File: src/rtl/alu_pkg.sv
// Types and constants shared by the ALU request arbiter and the ALU unit decoder.
package alu_pkg;

  typedef enum logic [1:0] {
    ST_IDLE  = 2'b00,
    ST_ISSUE = 2'b01,
    ST_WAIT  = 2'b10,
    ST_RESP  = 2'b11
  } state_t;

  // ALU_FUN[3:2] unit select, shared with the ALU decoder
  localparam logic [1:0] ARITH = 2'b00;
  localparam logic [1:0] LOGIC = 2'b01;
  localparam logic [1:0] CMP   = 2'b10;
  localparam logic [1:0] SHIFT = 2'b11;

  function automatic int id_width(input int n);
    return (n > 1) ? $clog2(n) : 1;
  endfunction

endpackage

File: src/rtl/alu_req_arbiter_if.sv
// Request, ALU and response signals between the command sources, the arbiter and the ALU.
interface alu_req_arbiter_if
  import alu_pkg::*;
#(
  parameter int DATA_WIDTH = 8,
  parameter int NUM_REQ    = 4
) ();
  localparam int ID_W = id_width(NUM_REQ);

  logic [NUM_REQ-1:0]            req_valid;
  logic [4*NUM_REQ-1:0]          req_fun;
  logic [DATA_WIDTH*NUM_REQ-1:0] req_a;
  logic [DATA_WIDTH*NUM_REQ-1:0] req_b;
  logic [NUM_REQ-1:0]            req_ready;

  logic                          alu_en;
  logic [3:0]                    alu_fun;
  logic [DATA_WIDTH-1:0]         alu_a;
  logic [DATA_WIDTH-1:0]         alu_b;
  logic [2*DATA_WIDTH-1:0]       alu_out;
  logic                          alu_out_valid;

  logic                          rsp_valid;
  logic                          rsp_ready;
  logic [ID_W-1:0]               rsp_id;
  logic [2*DATA_WIDTH-1:0]       rsp_data;
  logic                          rsp_err;

  // arbiter side
  modport slave (
    input  req_valid, req_fun, req_a, req_b,
    output req_ready,
    output alu_en, alu_fun, alu_a, alu_b,
    input  alu_out, alu_out_valid,
    output rsp_valid, rsp_id, rsp_data, rsp_err,
    input  rsp_ready
  );

  // requesters, ALU and response consumer side
  modport master (
    output req_valid, req_fun, req_a, req_b,
    input  req_ready,
    input  alu_en, alu_fun, alu_a, alu_b,
    output alu_out, alu_out_valid,
    input  rsp_valid, rsp_id, rsp_data, rsp_err,
    output rsp_ready
  );

endinterface

File: src/rtl/rr_arbiter.sv
// Combinational round-robin picker: first asserted request at or above i_ptr, wrapping.
module rr_arbiter
  import alu_pkg::*;
#(
  parameter int NUM_REQ = 4,
  localparam int ID_W   = id_width(NUM_REQ)
) (
  input  logic [NUM_REQ-1:0] i_req,
  input  logic [ID_W-1:0]    i_ptr,
  output logic [NUM_REQ-1:0] o_grant,
  output logic [ID_W-1:0]    o_idx,
  output logic               o_any
);
  localparam int IW1 = ID_W + 1;
  localparam logic [IW1-1:0] N_L = IW1'(NUM_REQ);

  logic [NUM_REQ-1:0] w_rot;
  logic [IW1-1:0]     w_off;
  logic [IW1-1:0]     w_sum;

  // rotate so bit 0 is the pointer position, then take the lowest set bit
  assign w_rot = NUM_REQ'({i_req, i_req} >> i_ptr);

  always_comb begin
    w_off = '0;
    o_any = 1'b0;
    for (int j = NUM_REQ - 1; j >= 0; j--) begin
      if (w_rot[j]) begin
        w_off = IW1'(j);
        o_any = 1'b1;
      end
    end
  end

  assign w_sum   = {1'b0, i_ptr} + w_off;
  assign o_idx   = (w_sum >= N_L) ? ID_W'(w_sum - N_L) : ID_W'(w_sum);
  assign o_grant = o_any ? (NUM_REQ'(1) << o_idx) : '0;

endmodule

File: src/rtl/alu_req_arbiter.sv
// Time-shares one ALU among NUM_REQ requesters: round-robin accept, one-cycle issue,
// wait for result or timeout, then hold the response until the consumer takes it.
//   state | meaning
//   IDLE  | arbitrate; on a grant latch the winner's op and advance the pointer
//   ISSUE | ALU_EN high for this cycle; clear timeout counter
//   WAIT  | count cycles; take ALU result or give up after TIMEOUT
//   RESP  | response valid and frozen until RSP_READY
module alu_req_arbiter
  import alu_pkg::*;
#(
  parameter int DATA_WIDTH = 8,
  parameter int NUM_REQ    = 4,
  parameter int TIMEOUT    = 15
) (
  input logic              i_clk,
  input logic              i_rst,
  alu_req_arbiter_if.slave io_bus
);
  localparam int ID_W = id_width(NUM_REQ);
  localparam logic [ID_W-1:0] LAST_ID = ID_W'(NUM_REQ - 1);
  localparam logic [7:0]      TO_CNT  = 8'(TIMEOUT);

  state_t                  r_state;
  logic [ID_W-1:0]         r_ptr;
  logic [7:0]              r_cnt;
  logic                    r_alu_en;
  logic [3:0]              r_alu_fun;
  logic [DATA_WIDTH-1:0]   r_alu_a;
  logic [DATA_WIDTH-1:0]   r_alu_b;
  logic                    r_rsp_valid;
  logic [ID_W-1:0]         r_rsp_id;
  logic [2*DATA_WIDTH-1:0] r_rsp_data;
  logic                    r_rsp_err;

  logic [NUM_REQ-1:0]      w_grant;
  logic [ID_W-1:0]         w_gidx;
  logic                    w_any;
  logic [3:0]              w_fun;
  logic [DATA_WIDTH-1:0]   w_a;
  logic [DATA_WIDTH-1:0]   w_b;

  rr_arbiter #(.NUM_REQ(NUM_REQ)) u_rr (
    .i_req   (io_bus.req_valid),
    .i_ptr   (r_ptr),
    .o_grant (w_grant),
    .o_idx   (w_gidx),
    .o_any   (w_any)
  );

  always_comb begin
    w_fun = '0;
    w_a   = '0;
    w_b   = '0;
    for (int i = 0; i < NUM_REQ; i++) begin
      if (w_grant[i]) begin
        w_fun = io_bus.req_fun[4*i +: 4];
        w_a   = io_bus.req_a[DATA_WIDTH*i +: DATA_WIDTH];
        w_b   = io_bus.req_b[DATA_WIDTH*i +: DATA_WIDTH];
      end
    end
  end

  // accept strobe is combinational so the handshake lands on the grant edge
  assign io_bus.req_ready = (r_state == ST_IDLE) ? w_grant : '0;

  always_ff @(posedge i_clk) begin
    if (i_rst) begin
      r_state     <= ST_IDLE;
      r_ptr       <= '0;
      r_cnt       <= '0;
      r_alu_en    <= 1'b0;
      r_alu_fun   <= '0;
      r_alu_a     <= '0;
      r_alu_b     <= '0;
      r_rsp_valid <= 1'b0;
      r_rsp_id    <= '0;
      r_rsp_data  <= '0;
      r_rsp_err   <= 1'b0;
    end else begin
      r_alu_en <= 1'b0;
      unique case (r_state)
        ST_IDLE: begin
          if (w_any) begin
            r_alu_fun <= w_fun;
            r_alu_a   <= w_a;
            r_alu_b   <= w_b;
            r_rsp_id  <= w_gidx;
            r_ptr     <= (w_gidx == LAST_ID) ? '0 : w_gidx + 1'b1;
            r_alu_en  <= 1'b1;
            r_state   <= ST_ISSUE;
          end
        end
        ST_ISSUE: begin
          r_cnt   <= '0;
          r_state <= ST_WAIT;
        end
        ST_WAIT: begin
          // a result arriving on the timeout cycle still wins
          if (io_bus.alu_out_valid) begin
            r_rsp_data  <= io_bus.alu_out;
            r_rsp_err   <= 1'b0;
            r_rsp_valid <= 1'b1;
            r_state     <= ST_RESP;
          end else if (r_cnt == TO_CNT) begin
            r_rsp_data  <= '0;
            r_rsp_err   <= 1'b1;
            r_rsp_valid <= 1'b1;
            r_state     <= ST_RESP;
          end else begin
            r_cnt <= r_cnt + 8'd1;
          end
        end
        ST_RESP: begin
          if (io_bus.rsp_ready) begin
            r_rsp_valid <= 1'b0;
            r_state     <= ST_IDLE;
          end
        end
        default: r_state <= ST_IDLE;
      endcase
    end
  end

  assign io_bus.alu_en    = r_alu_en;
  assign io_bus.alu_fun   = r_alu_fun;
  assign io_bus.alu_a     = r_alu_a;
  assign io_bus.alu_b     = r_alu_b;
  assign io_bus.rsp_valid = r_rsp_valid;
  assign io_bus.rsp_id    = r_rsp_id;
  assign io_bus.rsp_data  = r_rsp_data;
  assign io_bus.rsp_err   = r_rsp_err;

endmodule

File: src/flat_wrapper.sv
// flat-port wrapper written by rule: the top's interface ports become plain ports
module alu_req_arbiter_flat import alu_pkg::*;
#(
  parameter int DATA_WIDTH = 8,
  parameter int NUM_REQ    = 4,
  parameter int TIMEOUT    = 15
)
  (i_clk, i_rst, io_bus_req_valid, io_bus_req_fun, io_bus_req_a, io_bus_req_b, io_bus_req_ready, io_bus_alu_en, io_bus_alu_fun, io_bus_alu_a, io_bus_alu_b, io_bus_alu_out, io_bus_alu_out_valid, io_bus_rsp_valid, io_bus_rsp_id, io_bus_rsp_data, io_bus_rsp_err, io_bus_rsp_ready);
  alu_req_arbiter_if #(.DATA_WIDTH(DATA_WIDTH), .NUM_REQ(NUM_REQ)) io_bus_i ();
  input logic i_clk;
  input logic i_rst;
  input wire logic [$bits(io_bus_i.req_valid)-1:0] io_bus_req_valid;
  input wire logic [$bits(io_bus_i.req_fun)-1:0] io_bus_req_fun;
  input wire logic [$bits(io_bus_i.req_a)-1:0] io_bus_req_a;
  input wire logic [$bits(io_bus_i.req_b)-1:0] io_bus_req_b;
  output wire logic [$bits(io_bus_i.req_ready)-1:0] io_bus_req_ready;
  output wire logic [$bits(io_bus_i.alu_en)-1:0] io_bus_alu_en;
  output wire logic [$bits(io_bus_i.alu_fun)-1:0] io_bus_alu_fun;
  output wire logic [$bits(io_bus_i.alu_a)-1:0] io_bus_alu_a;
  output wire logic [$bits(io_bus_i.alu_b)-1:0] io_bus_alu_b;
  input wire logic [$bits(io_bus_i.alu_out)-1:0] io_bus_alu_out;
  input wire logic [$bits(io_bus_i.alu_out_valid)-1:0] io_bus_alu_out_valid;
  output wire logic [$bits(io_bus_i.rsp_valid)-1:0] io_bus_rsp_valid;
  output wire logic [$bits(io_bus_i.rsp_id)-1:0] io_bus_rsp_id;
  output wire logic [$bits(io_bus_i.rsp_data)-1:0] io_bus_rsp_data;
  output wire logic [$bits(io_bus_i.rsp_err)-1:0] io_bus_rsp_err;
  input wire logic [$bits(io_bus_i.rsp_ready)-1:0] io_bus_rsp_ready;
  assign io_bus_i.req_valid = io_bus_req_valid;
  assign io_bus_i.req_fun = io_bus_req_fun;
  assign io_bus_i.req_a = io_bus_req_a;
  assign io_bus_i.req_b = io_bus_req_b;
  assign io_bus_req_ready = io_bus_i.req_ready;
  assign io_bus_alu_en = io_bus_i.alu_en;
  assign io_bus_alu_fun = io_bus_i.alu_fun;
  assign io_bus_alu_a = io_bus_i.alu_a;
  assign io_bus_alu_b = io_bus_i.alu_b;
  assign io_bus_i.alu_out = io_bus_alu_out;
  assign io_bus_i.alu_out_valid = io_bus_alu_out_valid;
  assign io_bus_rsp_valid = io_bus_i.rsp_valid;
  assign io_bus_rsp_id = io_bus_i.rsp_id;
  assign io_bus_rsp_data = io_bus_i.rsp_data;
  assign io_bus_rsp_err = io_bus_i.rsp_err;
  assign io_bus_i.rsp_ready = io_bus_rsp_ready;
  alu_req_arbiter #(.DATA_WIDTH(DATA_WIDTH), .NUM_REQ(NUM_REQ), .TIMEOUT(TIMEOUT)) u_core (.i_clk(i_clk), .i_rst(i_rst), .io_bus(io_bus_i));
endmodule
File: config.mk
export PLATFORM = sky130hd
export DESIGN_NAME = alu_req_arbiter_flat
export DESIGN_NICKNAME = d
export VERILOG_FILES = /design/src/rtl/alu_pkg.sv /design/src/rtl/alu_req_arbiter_if.sv /design/src/rtl/rr_arbiter.sv /design/src/rtl/alu_req_arbiter.sv /design/src/flat_wrapper.sv
export SDC_FILE = /design/constraint.sdc
export NUM_CORES = 1
export LEC_CHECK = 0
export ABC_AREA = 1
export CORE_ASPECT_RATIO = 1.75
export CORE_UTILIZATION = 39
export CTS_CLUSTER_DIAMETER = 30
export DETAILED_ROUTE_END_ITERATION = 6
export PLACE_DENSITY = 0.83
export SLEW_MARGIN = 30
export SYNTH_ARGS = -nofsm -noshare
export SYNTH_HDL_FRONTEND = slang
export SYNTH_SLANG_ARGS = --single-unit
File: constraint.sdc
create_clock -name i_clk -period 2.6 [get_ports i_clk]
set_input_delay 0.52 -clock i_clk [delete_from_list [all_inputs] [get_ports i_clk]]
set_output_delay 0.52 -clock i_clk [all_outputs]
set_load 0.03 [all_outputs]
==> flow_summary_export.csv, run 1 <==
group,metric,value,unit
run_status,status,"finished, violations left",
run_status,violations,"negative setup slack",
synth,synth-seq-cells,53,
synth,synth.mux.area_fraction,0,
drt,drt_iter0_drc,168,
synth,synth_fp_nets,680,
final_layout,finalInstanceArea,5660,um^2
drt,drt-total-wl,12000,um
timing,max_freq,0.351,GHz
synth,ys_top_cells_by_count,"154 x nand2_1, 70 x nand3_1, 61 x inv_1, 61 x nor2_1, 53 x dfxtp_1",
cts,clock_sinks,53,
synth,synth-simple-area-share,0.426,
drt,firstDrtPassIters,5,
setup_path,crit_type,"flip-flop to primary output",
synth,netlist.area_leader.share,0.298,
timing,skew,0.00610,ns
synth,synth_seq_area_share,0.298,
placement,dp_hpwl,9100,um
setup_path,end_kind,"primary output",
cts,root_buffer,"clkbuf_16",
placement,gp_congestion,0.906,
drt,via_per_inst,5.06,
cts,clock_latency,0.30,ns
synth,synthCells,565,
drt,drc_errors,0,
floorplanning,ios,149,
synth,syn_area_per_cell,6.30,um^2
drt,wl_per_cell,14.4,um
min_path,hp-class,"flip-flop to flip-flop",
timing,worst_slew_pin_slew,0.519,ns
job,cap_violations,0,
floorplanning,die_area,9530,um^2
setup_path,crit_end,"io_bus_req_ready[0]",
placement,place_area,5380,um^2
final_layout,fill_cells,768,
cts,cts_max_level,2,
setup_path,cp.arrival,2.33,ns
floorplanning,fp.dieW,74.2,um
global_routing,gr-total-overflow,0,
final_layout,drive_gt1_frac,0.157,
synth,synthAdderAreaFrac,0.0387,
drt,vias,4229,
synth,synth_area_leaders,"dfxtp_1 30%, nand2_1 16%, nand3_1 9.8%, inv_1 6.4%, nor2_1 6.4%",
setup_path,crit_required,2.08,ns
synth,async_flop_share,0,
timing,holdWs,0.479,ns
timing,maxSlewHeadroom,0.653,
synth,synth-edff-count,0,
timing,finalSetupViolations,16,
global_routing,grt_pass1_vias,4224,
synth,synthXorXnorAreaFrac,0.00984,
setup_path,crit_start,"u_core.r_ptr[0]",
cts,clk_path_buf_depth,2,
power_and_ir_drop,p_leak,0.00250,uW
synth,synth.largest_area_cell,"dfxtp_1",
cts,clk_pin_slew_worst_paths,0.08,ns
synth,synth_top_family_by_area,"simple AND/OR/NAND/NOR gates",
drt,drtAntennaViolNets,0,
floorplanning,initial_core_util,0.405,
setup_path,worstReg2RegStart,"u_core.r_ptr[0]",
global_routing,grt_pass1_wl,19200,um
power_and_ir_drop,power,6840,uW
placement,port_buffers,148,
synth,synth_top_flop_cell,"dfxtp_1",
final_layout,area_delta_synth_final,58.9,%
final_layout,antenna_cells,0,
timing,hold_viol,0,
final_layout,instances_no_fill,835,
floorplanning,die_h,128,um
global_routing,grt_antenna_before_repair,0,
timing,fin_crit_sh,1.10,
synth,synth_compound_area_frac,0.103,
timing,slew_violations,0,
power_and_ir_drop,power_density,1210,nW/um^2
final_layout,nets,832,
synth,synth.most_common_cell,"nand2_1",
setup_path,path_max_fanout,6,
floorplanning,coreArea,8780,um^2
cts,cts_inserted_buffers,5,
synth,netlist_area,3560,um^2
floorplanning,rows,45,
power_and_ir_drop,ir_worst_vdd,0.00201,V
cts,cts_tree,"yes",
setup_path,reg2reg_depth,17,
placement,dpl.cell_count,825,
timing,period_needed,2.85,ns
cts,cts_hold_buf,0,
timing,setup_ws,-0.251,ns
synth,synth_cell_type_count,29,
global_routing,grt_usage,0.264,
global_routing,grt_start_max_net_pins,41,
synth,yosysWarnings,0,
timing,rsz0062_at_grt,"yes",
setup_path,r2r_slack,-0.05,ns
setup_path,r2r-end,"u_core.io_bus.alu_a[1]",
setup_path,startpoint_type,"flip-flop",
report_power, final:
group | internal (uW) | total, uW | switching [uW]
registers | 1020 | 1160 | 136
clock network | 369 | 708 | 339
logic | 2000 | 4980 | 2970
total | 3390 | 6840 | 3450
repair_timing:
action	CTS	global route
pin swaps	17	6
setup endpoints to repair	25	24
setup buffers	2	1
resized for setup	36	5
endpoints found under the hold margin	0	0
flip-flops by register name (all words and copies together), names as in the netlist:
register / flops
u_core.io_bus.rsp_err: 1
u_core.io_bus.alu_a: 8
u_core.io_bus.rsp_id: 2
u_core.r_cnt: 8
u_core.io_bus.alu_fun: 4
u_core.r_ptr: 2
u_core.io_bus.rsp_valid: 1
u_core.io_bus.rsp_data: 16
u_core.r_state: 2
u_core.io_bus.alu_en: 1
u_core.io_bus.alu_b: 8
cell type report:
class / count / area, um^2 / area share
Clock buffer: 5 / 125 / 0.0221
Timing Repair Buffer: 180 / 1790 / 0.315
Sequential cell: 53 / 1060 / 0.188
Inverter: 67 / 254 / 0.0449
Clock inverter: 3 / 33.8 / 0.00597
Multi-Input combinational cell: 410 / 2250 / 0.398
Tap cell: 117 / 146 / 0.0259
how the worst min path moves through the flow:
| stage | cells after the start | start | endpoint | slack (ns) |
|---|---|---|---|---|
| 2_1_floorplan | 1 | u_core.r_cnt[0] | u_core.r_cnt[0] | 0.45 |
| 3_3_place_gp | 1 | u_core.r_cnt[0] | u_core.r_cnt[0] | 0.46 |
| 3_5_place_dp | 2 | u_core.io_bus.rsp_data[6] | u_core.io_bus.rsp_data[6] | 0.47 |
| 4_1_cts | 2 | u_core.io_bus.rsp_data[6] | u_core.io_bus.rsp_data[6] | 0.48 |
| 5_1_grt | 2 | u_core.io_bus.rsp_data[6] | u_core.io_bus.rsp_data[6] | 0.49 |
| 6_report | 2 | u_core.io_bus.rsp_data[6] | u_core.io_bus.rsp_data[6] | 0.48 |
cell usage in the layout, fill, tap and decap left out, types with 6 or more instances in the layout:
cell type        count
nand2_1            142
clkdlybuf4s50_1    140
nand3_1             65
inv_1               59
nor2_1              56
dfxtp_1             52
a21oi_1             29
buf_4               27
nor3_1              21
nand3b_1            20
a21oi_2             20
nand2_2              9
nand2_4              6
ha_1                 6
worst max-delay path, stage by stage, from the launching register on:
cell and delay, ns:
dfxtp_4 0.38, buf_6 0.12, nand2_4 0.06, nand3_2 0.06, nand2_2 0.09, nand3_2 0.07, a21boi_2 0.13, ha_2 0.21
xnor2_2 0.13, xor2_2 0.24, inv_2 0.11, ha_4 0.18, nand2_4 0.06, nor2_4 0.04, buf_6 0.14
routing by layer:
metal | track usage | vias up | share of wire
li1 | - | 2087 | -
met1 | 0.258 | 1896 | 0.35
met2 | 0.495 | 197 | 0.53
met3 | 0.0415 | 49 | 0.054
met4 | 0.166 | 0 | 0.061
met5 | 0 | - | 0
metrics by stage:
stage | utilization | TNS [ns] | setup slack (ns)
floorplan | - | -0.0602 | -0.0471
global placement | 0.613 | -14.86 | -0.705
detailed placement | 0.613 | -18.46 | -0.823
CTS | 0.642 | -1.12 | -0.251
global route | 0.644 | -5.70 | -0.385
finish | 0.644 | -1.30 | -0.251
logic make-up (layout without fill, tap and decap cells):
family	Yosys count	in the layout
AOI/OAI and AO/OA	57	57
xor gates and xnor gates	4	4
adders and majority gates	11	11
buffers and inverters	102	255
DFF	53	53
and+or+nand+nor	338	338
(Power assumes the default switching activity.)
==> run 2: changes to the inputs <==
- ABC_AREA: 1 -> not set
- CORE_UTILIZATION: 39 -> 36
==> run 2 against run 1 <==
Net effect:
- the flow still finishes with violations (negative setup slack)
- non-clock buffer count up 14
- register-to-register slack worse by 0.30 ns
- die area down 14%
- final area fell by 6.6%
- maximum frequency fell by 4.0%
- worst hold slack lost 0.017 ns
- via count is 15% lower
- clock power is 8.1% higher
- critical path depth stayed put
- global-route usage grew 0.92 points
- synthesized cell count down 38%
- sequential power barely moved
- largest power group unchanged
==> flow_summary_export.csv, run 2 <==
group,metric,value,unit
run_status,status,"finished, violations left",
run_status,violations,"negative setup slack",
cts,clk_path_buf_depth,2,
placement,dp_hpwl,7150,um
synth,synth.largest_area_cell,"dfxtp_1",
drt,vias,3612,
cts,clock_latency,0.29,ns
setup_path,end_kind,"flip-flop",
setup_path,cp.arrival,3.14,ns
placement,port_buffers,148,
power_and_ir_drop,p_leak,0.00198,uW
timing,final.setup.tns,-5.41,ns
synth,syn_area_per_cell,8.02,um^2
setup_path,startpoint_type,"input port",
setup_path,reg2reg_depth,16,
floorplanning,ios,149,
global_routing,grt_pass1_wl,17900,um
synth,synth-seq-cells,53,
global_routing,grt_antenna_before_repair,1,
timing,skew,0.00359,ns
cts,cts_hold_buf,0,
final_layout,multi_input_area,2020,um^2
timing,rsz0062_at_grt,"yes",
floorplanning,coreArea,7570,um^2
synth,netlist.area_leader.share,0.375,
final_layout,regArea,1070,um^2
synth,netlist_area,2830,um^2
cts,clock_sinks,53,
synth,yosysWarnings,0,
setup_path,crit_required,2.77,ns
setup_path,crit_type,"input port to flip-flop",
timing,maxSlewHeadroom,0.590,
power_and_ir_drop,ir_worst_vdd,0.000692,V
final_layout,fill_cells,506,
timing,finalSetupViolations,24,
drt,drtAntennaViolNets,0,
drt,drt-total-wl,12500,um
synth,synth.most_common_cell,"nor2_1",
timing,setup_ws,-0.370,ns
final_layout,drive_gt1_frac,0.271,
final_layout,nets,638,
synth,synthCells,353,
floorplanning,initial_core_util,0.374,
job,cap_violations,0,
min_path,min_path_cells,2,
timing,worst_slew_pin_slew,0.616,ns
power_and_ir_drop,power_density,1240,nW/um^2
timing,fin_crit_sh,1.14,
synth,synth_cell_type_count,38,
floorplanning,rows,42,
global_routing,grt_usage,0.273,
synth,synth_area_leaders,"dfxtp_1 37%, a22oi_1 9.3%, nor2_1 7.4%, a221oi_1 6.2%, ha_1 4.9%",
timing,hold_viol,0,
setup_path,worstReg2RegStart,"u_core.r_ptr[0]",
synth,synth_top_flop_cell,"dfxtp_1",
timing,period_needed,2.97,ns
final_layout,largest_reg_flops,16,
cts,cts_max_level,2,
synth,ys_top_cells_by_count,"56 x nor2_1, 53 x dfxtp_1, 35 x a22oi_1",
synth,synth-edff-count,0,
floorplanning,fp.dieW,69.1,um
floorplanning,die_area,8240,um^2
cts,cts_inserted_buffers,5,
setup_path,r2r-end,"u_core.io_bus.alu_b[0]",
cts,cts_tree,"yes",
final_layout,layout_commonest_cell,"clkdlybuf4s50_1",
setup_path,path_max_fanout,5,
floorplanning,die_h,119,um
min_path,hp-start,"u_core.io_bus.rsp_id[0]",
min_path,hold_end,"u_core.io_bus.rsp_id[0]",
synth,synth_seq_area_share,0.375,
drt,firstDrtPassIters,5,
global_routing,grt_start_max_net_pins,33,
cts,clk_pin_slew_worst_paths,0.07,ns
global_routing,grt_pass1_vias,3677,
final_layout,mostFrequentLayoutCells,"139 x clkdlybuf4s50_1, 54 x nor2_1, 51 x dfxtp_1",
drt,drt_iter0_drc,320,
placement,gp_congestion,0.910,
synth,synth_fp_nets,468,
cts,root_buffer,"clkbuf_16",
timing,max_freq,0.337,GHz
min_path,hp-class,"flip-flop to flip-flop",
final_layout,post-route-util,0.698,
drt,via_per_inst,5.89,
drt,drc_errors,0,
synth,async_flop_share,0,
global_routing,gr-total-overflow,0,
timing,slew_violations,0,
final_layout,area_delta_synth_final,86.6,%
drt,wl_per_cell,20.5,um
setup_path,r2r_slack,-0.35,ns
[run 2: cell families (layout without fill, tap and decap cells)]
kind of cell / Yosys count / in the layout / synth area share
XOR/XNOR: 9 / 9 / 0.0278
buffers and inverters: 34 / 205 / 0.0609
adder cells (fa/ha/maj): 11 / 11 / 0.0486
other: 0 / 1 / 0
AND/OR/NAND/NOR: 144 / 144 / 0.236
AO/OA/AOI/OAI: 102 / 102 / 0.252
flip-flops: 53 / 53 / 0.375
[run 2: per-stage QoR]
step / instances / power (uW) / cell area, um^2 / worst slack [ns] / hold slack, ns
floorplan: 353 / 3210 / 2900 / -0.315 / 0.465
CTS: 611 / 5890 / 5080 / -0.273 / 0.465
detailed placement: 592 / 4270 / 4540 / -0.818 / 0.456
finish: 613 / 6580 / 5290 / -0.370 / 0.462
global route: 613 / 6910 / 5290 / -0.475 / 0.497
global placement: 592 / 4180 / 4540 / -0.724 / 0.450
[run 2: area by class of cell]
class                      count  area share
inverter                       3     0.00213
clock buffer                   6      0.0244
clock inverter                 2     0.00734
timing repair buffer         194       0.361
antenna                        1    0.000473
multi-input combinational    266       0.383
tap                           88      0.0208
sequential                    53       0.202
[run 2: how the worst max path moves through the flow]
stage                        start                      to  slack, ns  cells past startpoint
2_1_floorplan  io_bus_req_valid[2]  u_core.io_bus.alu_b[2]      -0.32                     14
3_3_place_gp   io_bus_req_valid[2]  u_core.io_bus.alu_a[4]      -0.72                     14
3_5_place_dp   io_bus_req_valid[2]  u_core.io_bus.alu_a[2]      -0.82                     14
4_1_cts            u_core.r_ptr[0]     io_bus_req_ready[1]      -0.27                      9
5_1_grt            u_core.r_ptr[0]  u_core.io_bus.alu_b[6]      -0.48                     17
6_report       io_bus_req_valid[0]  u_core.io_bus.alu_b[0]      -0.37                     14
[run 2: power by group]
part | total (uW) | internal (uW) | switching, uW
Combinational | 4680 | 2150 | 2530
Sequential | 1140 | 1000 | 135
Clock | 765 | 457 | 308
[run 2: layer usage]
metal / vias up / GRT usage / part of all wire
met4: 0 / 0.198 / 0.080
met2: 241 / 0.507 / 0.53
met5: - / 0 / 0
met1: 1681 / 0.265 / 0.33
li1: 1615 / - / -
met3: 75 / 0.0457 / 0.063
[run 2: repair_timing]
item / in CTS / in global routing
endpoints found under the setup margin: 25 / 25
pin swaps: 41 / 29
gates cloned: 3 / 0
buffers inserted: 8 / 2
gates resized for setup: 88 / 41
[run 2: worst max-delay path, stage by stage]
cell,delay [ns]
buf_6,0.10
or4_4,0.54
nand3_4,0.11
ha_4,0.16
xnor2_4,0.12
xor2_2,0.22
ha_2,0.25
buf_4,0.12
nor2b_4,0.18
buf_4,0.20
a22oi_2,0.06
o21ai_1,0.16
a221oi_2,0.08
nor3_1,0.30
==> run 3: changes to the inputs <==
- CORE_MARGIN: not set -> 8
- CORE_UTILIZATION: 36 -> 40
- PLACE_DENSITY: 0.83 -> 0.87
- clock period: 2.6 -> 2.9 ns (I/O delays scaled with it)
==> run 3 against run 2 <==
Net effect:
- the flow still finishes with violations (negative setup slack)
- sequential power shrank 11%
- cell count is the same
- non-clock buffer count grew 5
- utilization grew 6.1 points
- critical path type unchanged
- largest cell class is now non-clock buffers
- highest routed layer unchanged
==> flow_summary_export.csv, run 3 (synthesis gave the netlist of run 2 again) <==
group,metric,value,unit
setup_path,path_cells,"buf_6 -> buf_6 -> nand3b_1 -> nand3_1 -> o21ai_1 -> nand3_2 -> ha_4 -> xnor2_4 -> xor2_2 -> buf_4 -> ha_4 -> buf_4 -> nor2b_4 -> buf_6 -> a22oi_1 -> o21ai_1 -> a221oi_2 -> nor3_1",
setup_path,crit_type,"input port to flip-flop",
run_status,status,"finished, violations left",
drt,drt-total-wl,12600,um
final_layout,largest_reg_flops,16,
cts,clk_pin_slew_worst_paths,0.08,ns
final_layout,nets,643,
drt,vias,3615,
final_layout,layout_commonest_cell,"clkdlybuf4s50_1",
cts,cts_hold_buf,0,
setup_path,crit_required,3.09,ns
floorplanning,die_h,127,um
global_routing,grtUsageMet1,0.205,
setup_path,startpoint_type,"input port",
setup_path,cp.arrival,3.34,ns
cts,cts_max_level,2,
global_routing,grt_util_met3,0.0702,
global_routing,grt_antenna_before_repair,0,
timing,worst_slew_pin_slew,0.698,ns
timing,hold_viol,0,
setup_path,worstReg2RegStart,"u_core.r_ptr[0]",
drt,drtAntennaViolNets,0,
global_routing,grt_pass1_vias,3726,
power_and_ir_drop,ir_worst_vdd,0.000660,V
setup_path,slowest_stage,"nor2b_4",
power_and_ir_drop,p_leak,0.00200,uW
timing,holdWs,0.471,ns
drt,firstDrtPassIters,5,
setup_path,cpMostUsedCell,"buf_6",
timing,finalSetupViolations,22,
drt,via_per_inst,5.90,
run_status,violations,"negative setup slack",
timing,fin_crit_sh,1.09,
global_routing,grt_usage,0.219,
timing,rsz0062_at_grt,"yes",
floorplanning,rows,40,
cts,clock_sinks,53,
setup_path,crit_start,"io_bus_req_valid[0]",
timing,max_freq,0.317,GHz
global_routing,grt_pass1_wl,18000,um
job,cap_violations,0,
placement,gp_congestion,0.867,
setup_path,reg2reg_depth,17,
cts,clock_latency,0.30,ns
final_layout,post-route-util,0.760,
setup_path,r2r-end,"u_core.io_bus.alu_fun[2]",
setup_path,worst-path-buf-inv,5,
drt,drt_iter0_drc,226,
min_path,hp-start,"u_core.io_bus.rsp_id[0]",
setup_path,critPathTopFamily,"simple AND/OR/NAND/NOR gates",
global_routing,grt_start_max_net_pins,31,
setup_path,critical-path-max-stage-delay,0.27,ns
final_layout,regArea,1060,um^2
global_routing,gr-total-overflow,0,
setup_path,path_max_fanout,8,
drt,drc_errors,0,
global_routing,met2_usage,0.408,
cts,root_buffer,"clkbuf_16",
placement,dp_hpwl,8360,um
final_layout,fill_cells,435,
timing,maxSlewHeadroom,0.534,
min_path,hold_end,"u_core.io_bus.rsp_id[0]",
final_layout,multi_input_area,1890,um^2
timing,slew_violations,0,
global_routing,top_usage_layer,"met2",
floorplanning,ios,149,
cts,clk_path_buf_depth,2,
floorplanning,initial_core_util,0.413,
floorplanning,die_area,10100,um^2
timing,setup_ws,-0.253,ns
floorplanning,fp.dieW,79.6,um
timing,period_needed,3.15,ns
final_layout,area_delta_synth_final,83.9,%
final_layout,drive_gt1_frac,0.229,
drt,wl_per_cell,20.6,um
placement,dpl.cell_count,594,
placement,pre_cts_slack,-1.07,ns
final_layout,mostFrequentLayoutCells,"139 x clkdlybuf4s50_1, 54 x nor2_1, 52 x dfxtp_1",
placement,port_buffers,148,
setup_path,r2r_slack,-0.21,ns
cts,cts_inserted_buffers,5,
min_path,hp-class,"flip-flop to flip-flop",
cts,cts_tree,"yes",
final_layout,antenna_cells,0,
floorplanning,coreArea,6860,um^2
setup_path,end_kind,"flip-flop",
power_and_ir_drop,power_density,1110,nW/um^2
final_layout,instances_no_fill,613,
timing,skew,0.0128,ns
min_path,min_path_cells,2,
run 3: how the worst max path moves through the flow:
| stage | endpoint | slack (ns) | cells after the start |
|---|---|---|---|
| finish | u_core.io_bus.alu_fun[2] | -0.25 | 18 |
| global route | u_core.io_bus.alu_fun[2] | -0.39 | 18 |
| CTS | io_bus_req_ready[0] | -0.07 | 11 |
| detailed placement | u_core.io_bus.alu_b[1] | -1.07 | 14 |
| global placement | u_core.io_bus.alu_a[3] | -0.83 | 14 |
| floorplan | u_core.io_bus.alu_b[2] | -0.09 | 14 |
run 3: per-layer routing:
| layer | share of wire | up-vias |
|---|---|---|
| met3 | 0.10 | 51 |
| li1 | - | 1626 |
| met2 | 0.53 | 223 |
| met4 | 0.040 | 0 |
| met1 | 0.33 | 1715 |
| met5 | 0 | - |
run 3: cell type report:
class	instances	share of cell area
timing repair buffer	199	0.374
multi-input combinational	266	0.363
sequential	53	0.204
clock buffer	5	0.0240
tap	84	0.0202
clock inverter	3	0.0132
inverter	3	0.00216
run 3: what timing repair did:
action / in CTS / in global routing
resized for setup: 43 / 48
setup endpoints to repair: 25 / 23
pin swaps: 10 / 21
buffers inserted: 6 / 4
gates cloned: 1 / 0
run 3: where the power goes:
part	internal [uW]	switching, uW	leakage, uW
Clock	498	282	0.0000944
Sequential	896	110	0.000434
Combinational	1890	2110	0.00147
run 3: per-stage QoR:
stage,TNS (ns),total power (uW),cell area [um^2]
2_1_floorplan,-0.963,2890,2900
3_3_place_gp,-17.24,3890,4590
3_5_place_dp,-22.28,3980,4590
4_1_cts,-0.462,5110,4960
5_1_grt,-5.16,6080,5210
6_report,-2.21,5780,5210
run 3: worst min-delay path, delay by kind of cell (launching register included):
kind	cells	cell delay, ns
and+or+nand+nor	1	0.06
DFF	1	0.32
AOI/OAI and AO/OA	1	0.06
